**src/rtl/mbist_resp_analyzer.sv**
```systemverilog
// rtl/mbist_resp_analyzer.sv - MBIST response analyzer: read-latency alignment, compare, first-fail capture
//
// Purpose:
//   Follows the MBIST counter, tracks every read it issues to the SRAM, lines
//   up the expected data with rdata RD_LAT cycles later, counts mismatches
//   (saturating) and captures the first failing address/expected/actual value.
//   After cout is sampled, the in-flight reads are drained and done/pass are raised.
//
// Ports:
//   clk, rst                 clock (rising edge), synchronous active-high reset
//   cen, addr, data, we      counter outputs; a read carries its expected data on 'data'
//   cout                     counter overflow, end of test sequence
//   rdata                    SRAM read data, RD_LAT cycles after the read was issued
//   done, pass, fail         status (done sticky, pass valid with done, fail sticky)
//   err_cnt                  saturating mismatch count
//   fail_addr/exp/act        first mismatch capture
//   fail_bits                accumulated per-bit fail map
//
// Configuration:
//   MBIST_FAIL_BITMAP_EN     when defined, builds the fail_bits accumulator;
//                            otherwise fail_bits is tied to zero.

module mbist_resp_analyzer #(
    parameter int ADDR_W    = 8,
    parameter int DATA_W    = 4,
    parameter int RD_LAT    = 1,
    parameter int ERR_CNT_W = 8
) (
    input  logic                 clk,
    input  logic                 rst,
    input  logic                 cen,
    input  logic [ADDR_W-1:0]    addr,
    input  logic [DATA_W-1:0]    data,
    input  logic                 we,
    input  logic                 cout,
    input  logic [DATA_W-1:0]    rdata,
    output logic                 done,
    output logic                 pass,
    output logic                 fail,
    output logic [ERR_CNT_W-1:0] err_cnt,
    output logic [ADDR_W-1:0]    fail_addr,
    output logic [DATA_W-1:0]    fail_exp,
    output logic [DATA_W-1:0]    fail_act,
    output logic [DATA_W-1:0]    fail_bits
);

    localparam int DCNT_W = (RD_LAT > 1) ? $clog2(RD_LAT) : 1;

    typedef enum logic [1:0] {S_IDLE, S_RUN, S_DRAIN, S_DONE} state_t;

    state_t                        state_q, state_d;
    logic [DCNT_W-1:0]             drain_cnt_q, drain_cnt_d;
    logic [RD_LAT-1:0]             vld_q, vld_d;
    logic [RD_LAT-1:0][ADDR_W-1:0] paddr_q, paddr_d;
    logic [RD_LAT-1:0][DATA_W-1:0] pexp_q, pexp_d;
    logic [ERR_CNT_W-1:0]          err_cnt_q, err_cnt_d;
    logic                          fail_q, fail_d;
    logic                          done_q, done_d;
    logic                          pass_q, pass_d;
    logic [ADDR_W-1:0]             fail_addr_q, fail_addr_d;
    logic [DATA_W-1:0]             fail_exp_q, fail_exp_d;
    logic [DATA_W-1:0]             fail_act_q, fail_act_d;
    logic                          issue;
    logic                          mismatch;

    always_comb begin
        // A read enters the pipeline only while the counter is still running;
        // the cout cycle itself and anything after it are never tracked.
        issue    = cen && !we && !cout && (state_q == S_IDLE || state_q == S_RUN);
        mismatch = vld_q[RD_LAT-1] && (rdata != pexp_q[RD_LAT-1]);

        state_d     = state_q;
        drain_cnt_d = drain_cnt_q;
        case (state_q)
            S_IDLE: begin
                if (cout) begin
                    state_d     = S_DRAIN;
                    drain_cnt_d = '0;
                end else if (cen) begin
                    state_d = S_RUN;
                end
            end
            S_RUN: begin
                if (cout) begin
                    state_d     = S_DRAIN;
                    drain_cnt_d = '0;
                end
            end
            S_DRAIN: begin
                // RD_LAT cycles covers the last read issued just before cout.
                if (drain_cnt_q == DCNT_W'(RD_LAT - 1)) begin
                    state_d = S_DONE;
                end else begin
                    drain_cnt_d = drain_cnt_q + 1'b1;
                end
            end
            S_DONE:  state_d = S_DONE;
            default: state_d = S_IDLE;
        endcase

        // Pipeline shifts unconditionally so gaps in cen leave valid=0 holes.
        vld_d[0]   = issue;
        paddr_d[0] = addr;
        pexp_d[0]  = data;
        for (int i = 1; i < RD_LAT; i++) begin
            vld_d[i]   = vld_q[i-1];
            paddr_d[i] = paddr_q[i-1];
            pexp_d[i]  = pexp_q[i-1];
        end

        err_cnt_d   = err_cnt_q;
        fail_addr_d = fail_addr_q;
        fail_exp_d  = fail_exp_q;
        fail_act_d  = fail_act_q;
        if (mismatch) begin
            if (err_cnt_q != '1) begin
                err_cnt_d = err_cnt_q + 1'b1;
            end
            if (!fail_q) begin
                fail_addr_d = paddr_q[RD_LAT-1];
                fail_exp_d  = pexp_q[RD_LAT-1];
                fail_act_d  = rdata;
            end
        end
        fail_d = fail_q | mismatch;
        done_d = done_q | (state_q == S_DONE);
        pass_d = done_d & ~fail_d;
    end

    always_ff @(posedge clk) begin
        if (rst) begin
            state_q     <= S_IDLE;
            drain_cnt_q <= '0;
            vld_q       <= '0;
            paddr_q     <= '0;
            pexp_q      <= '0;
            err_cnt_q   <= '0;
            fail_q      <= 1'b0;
            done_q      <= 1'b0;
            pass_q      <= 1'b0;
            fail_addr_q <= '0;
            fail_exp_q  <= '0;
            fail_act_q  <= '0;
        end else begin
            state_q     <= state_d;
            drain_cnt_q <= drain_cnt_d;
            vld_q       <= vld_d;
            paddr_q     <= paddr_d;
            pexp_q      <= pexp_d;
            err_cnt_q   <= err_cnt_d;
            fail_q      <= fail_d;
            done_q      <= done_d;
            pass_q      <= pass_d;
            fail_addr_q <= fail_addr_d;
            fail_exp_q  <= fail_exp_d;
            fail_act_q  <= fail_act_d;
        end
    end

`ifdef MBIST_FAIL_BITMAP_EN
    logic [DATA_W-1:0] fail_bits_q, fail_bits_d;

    always_comb begin
        fail_bits_d = fail_bits_q;
        if (mismatch) begin
            fail_bits_d = fail_bits_q | (rdata ^ pexp_q[RD_LAT-1]);
        end
    end

    always_ff @(posedge clk) begin
        if (rst) begin
            fail_bits_q <= '0;
        end else begin
            fail_bits_q <= fail_bits_d;
        end
    end

    assign fail_bits = fail_bits_q;
`else
    assign fail_bits = '0;
`endif

    assign done      = done_q;
    assign pass      = pass_q;
    assign fail      = fail_q;
    assign err_cnt   = err_cnt_q;
    assign fail_addr = fail_addr_q;
    assign fail_exp  = fail_exp_q;
    assign fail_act  = fail_act_q;

endmodule

```
**config.mk**
```make
export PLATFORM = sky130hd
export DESIGN_NAME = mbist_resp_analyzer
export DESIGN_NICKNAME = d
export VERILOG_FILES = /design/src/rtl/mbist_resp_analyzer.sv
export SDC_FILE = /design/constraint.sdc
export NUM_CORES = 1
export LEC_CHECK = 0
export CAP_MARGIN = 0
export CORE_MARGIN = 2
export CORE_UTILIZATION = 25
export DETAILED_ROUTE_END_ITERATION = 8
export PLACE_DENSITY_LB_ADDON = 0.2
export SETUP_SLACK_MARGIN = 0.3
export SLEW_MARGIN = 20
export SYNTH_ARGS = -nofsm -noshare
export SYNTH_HDL_FRONTEND = slang
export SYNTH_SLANG_ARGS = --single-unit
```
**constraint.sdc**
```tcl
create_clock -name clk -period 1.76 [get_ports clk]
set_clock_uncertainty 0.05 [all_clocks]
set_input_delay 0.352 -clock clk [delete_from_list [all_inputs] [get_ports clk]]
set_output_delay 0.352 -clock clk [all_outputs]
set_load 0.02 [all_outputs]
```
==> summary.txt <==
Synth
  • Cell variety after synth: 31
  • Yosys top cell by area: dfxtp_1
  • Netlist area before placement: 1610 sq um
  • Async SR Flop Fraction: 0%
  • Share of the synthesized area in the top cell type: 52.3%
  • Syn_area_per_cell: 9.99 sq um
  • Ranking of synthesized cells by area: dfxtp_1 (52%), mux2i_1 (11%), nor2_1 (7.0%)
  • Synth Instances: 161
  • Seq cells post-synth: 42
  • Synth Flop Type: dfxtp_1
  • Most frequent cells after synthesis: dfxtp_1 (42), nor2_1 (30), mux2i_1 (17)
  • Top-count cell post-synth: dfxtp_1
  • Synth warn: 0
  • EDFF count, synth: 0
  • Sequential area share after synthesis: 52.3%

Setup path
  • Critical Path End Type: flip-flop
  • Worst Path Buf+Inv: 2
  • Critical path, cell by cell: xnor2_4 > buf_6 > a41oi_4 > clkbuf_16 > mux2i_1 > nor2_1
  • R2R setup slack: 260 ps
  • Crit path launch type: flip-flop
  • Slowest Stage Delay on Critical Path: 370 ps
  • Crit path DAT: 1650 ps
  • R2r worst-path depth: 6
  • Critical R2R Launch: pexp_q[1]
  • Crit Path Max Fanout: 8
  • Crit-path leading delay family: flip-flops
  • Crit path required time: 1900 ps
  • Reg-to-Reg End: fail_act[2]
  • Crit path max-delay cell type: dfxtp_4
  • Critical path class: flip-flop to flip-flop

Layout
  • Layout overhead on the synthesized area: 54.0%
  • Share of layout cells above drive strength 1: 25.1%
  • Multi-input gate area: 842 sq um
  • # nets final: 244
  • Register area: 860 sq um
  • Layout fillers: 631
  • Number of diodes: 0

Place
  • Routability cong.: 0.755
  • IO buf count: 47
  • DP HPWL: 2410 um

Timing
  • Tcrit/Tclk final: 85.3%
  • Fmax: 666 MHz
  • Fin crit period: 1500 ps
  • Setup violators final: 0
  • Max Slew Vio Count: 0
  • Worst hold slack: 394 ps
  • Final hold viol count: 0
  • RSZ-0062 raised after global routing: yes

Power
  • Leakage: 0.993 nW
  • PwrDens: 790 nW/um^2
  • Flop pwr share: 50.6%
  • Sw frac: 22.9%
  • Clk pwr share: 39.3%
  • VDD IR max: 0.352 mV
  • Net Sw Power: 449 uW
  • Logic pwr share: 10.1%
  • Internal power: 1.51 mW
  • Total chip power: 1.96 mW

Clocking
  • CTS tree: done
  • Clock Tree Root: clkbuf_8
  • Clock buffer depth: 2
  • Clk slew on worst S/H paths: 80 ps
  • # hold bufs at CTS: 0
  • Clock Latency Late Sink: 290 ps
  • Clock sink total: 42
  • Cts bufs inserted: 5
  • Htree depth: 2

Hold path
  • Min-Delay Startpoint: rdata[1]
  • Class of the worst hold path: input port to flip-flop
  • Hold path cells: 3
  • Hold EP: fail_act[1]

Floorplan
  • Core area: 6280 sq um
  • Chip height: 84.2 um
  • Starting Density: 25.6%
  • IO Pins: 52
  • DIE AREA: 7090 sq um
  • Die Wd: 84.2 um
  • Cell Rows: 29

Global routing
  • Vias in the first global route: 1,252
  • Total track usage: 10.3%
  • First-pass GRT wire length: 5840 um
  • Initial antenna violation count: 0
  • Largest net degree at the start of global routing: 19
  • Global route total overflow: 0

Run
  • Max Cap Viol: 0

Routing
  • Post-Route WL: 3580 um
  • Post-route ant nets: 0
  • Routed vias/inst: 4.32
  • Vias: 1,296
  • First-pass detailed-route iteration total: 2
  • Per-cell routed wire length: 11.9 um
  • DRC errors left: 0
  • Iter 0 DRT Violations: 31

Run status
  • Result of the run: complete, no violations
[cell type report]
| cell class | instances | share of cell area [%] |
|---|---|---|
| repair buffers | 62 | 22.9 |
| multi-input cells | 110 | 34.0 |
| well taps | 77 | 3.89 |
| inverters | 1 | 0.152 |
| clock buffers | 6 | 2.93 |
| clock inverters | 2 | 1.46 |
| flip-flops and latches | 42 | 34.7 |
[layer usage]
layer | track usage, % | share of wire [%]
met1 | 12.0 | 45
met2 | 16.4 | 47
met3 | 5.11 | 7.7
met4 | 3.52 | 1.0
met5 | 0 | 0
[power groups by stage]
| stage | Sequential, mW | Clock, mW | Combinational, mW |
|---|---|---|---|
| final | 0.989 | 0.770 | 0.198 |
| after detailed placement | 1.01 | 0 | 0.192 |
| after CTS | 0.991 | 0.798 | 0.198 |
| after floorplan | 1.02 | 0 | 0.0990 |
| after global placement | 1.02 | 0 | 0.192 |
| after global routing | 0.994 | 0.835 | 0.215 |
[timing repair]
item,CTS,global route
gates resized for setup,57,16
buffers inserted,4,1
endpoints found under the setup margin,53,32
pin swaps,10,11
gates cloned,1,0
[worst max-delay path by stage]
stage / cells past startpoint / slack, ps / from / to
2_1_floorplan: 5 / 210 / pexp_q[1] / err_cnt[5]
3_3_place_gp: 5 / -390 / rdata[2] / err_cnt[0]
3_5_place_dp: 5 / -430 / rdata[2] / err_cnt[0]
4_1_cts: 6 / 220 / pexp_q[2] / fail_act[1]
5_1_grt: 6 / 180 / pexp_q[3] / fail_act[0]
6_report: 6 / 260 / pexp_q[1] / fail_act[2]
[placed cells by master (no fill, tap or decap), types with 3 or more instances in the layout]
cell type / synthesis / routed
a21oi_1: 6 / 4
buf_4: 4 / 11
clkbuf_2: 1 / 6
clkbuf_8: 0 / 5
clkdlybuf4s50_1: 0 / 16
conb_1: 1 / 4
dfxtp_1: 42 / 35
dfxtp_2: 0 / 3
dfxtp_4: 0 / 4
dlygate4sd2_1: 0 / 21
mux2i_1: 17 / 17
nand2_1: 4 / 4
nand3_1: 3 / 3
nand4_1: 3 / 3
nor2_1: 30 / 28
nor2b_1: 15 / 15
[stage by stage]
step	utilization [%]	setup TNS (ps)	std cells	cell area [sq um]	setup WS, ps
2_1_floorplan	-	0	164	1730	209
3_3_place_gp	36.5	-7500	286	2290	-395
3_5_place_dp	36.5	-7860	286	2290	-430
4_1_cts	39.4	0	299	2470	215
5_1_grt	39.5	0	300	2480	182
6_report	39.5	0	300	2480	258
[worst reg2reg max path, delay by kind of cell, from the launching register on]
kind | cells | cell delay [ps]
muxes | 1 | 180
AOI/OAI and AO/OA | 1 | 280
and+or+nand+nor | 1 | 60
buffers and inverters | 2 | 340
xor gates and xnor gates | 1 | 130
DFF | 1 | 370
[registers in the layout, summed over array words and instances, names as in the netlist, 2 cells and up]
register and flops:
fail_act 4, state_q 2, pexp_q 4, fail_exp 4
err_cnt 8, fail_addr 8, paddr_q 8
[logic make-up after synthesis]
group | count (synthesis) | share of synthesized area, %
AO/OA/AOI/OAI | 15 | 6.07
XOR/XNOR | 4 | 2.18
adder cells (fa/ha/maj) | 1 | 0.777
buffers and inverters | 12 | 5.21
flip-flops | 42 | 52.3
multiplexers | 19 | 12.0
other | 1 | 0.233
AND/OR/NAND/NOR | 67 | 21.3
Power figures use the tool's default switching activity.
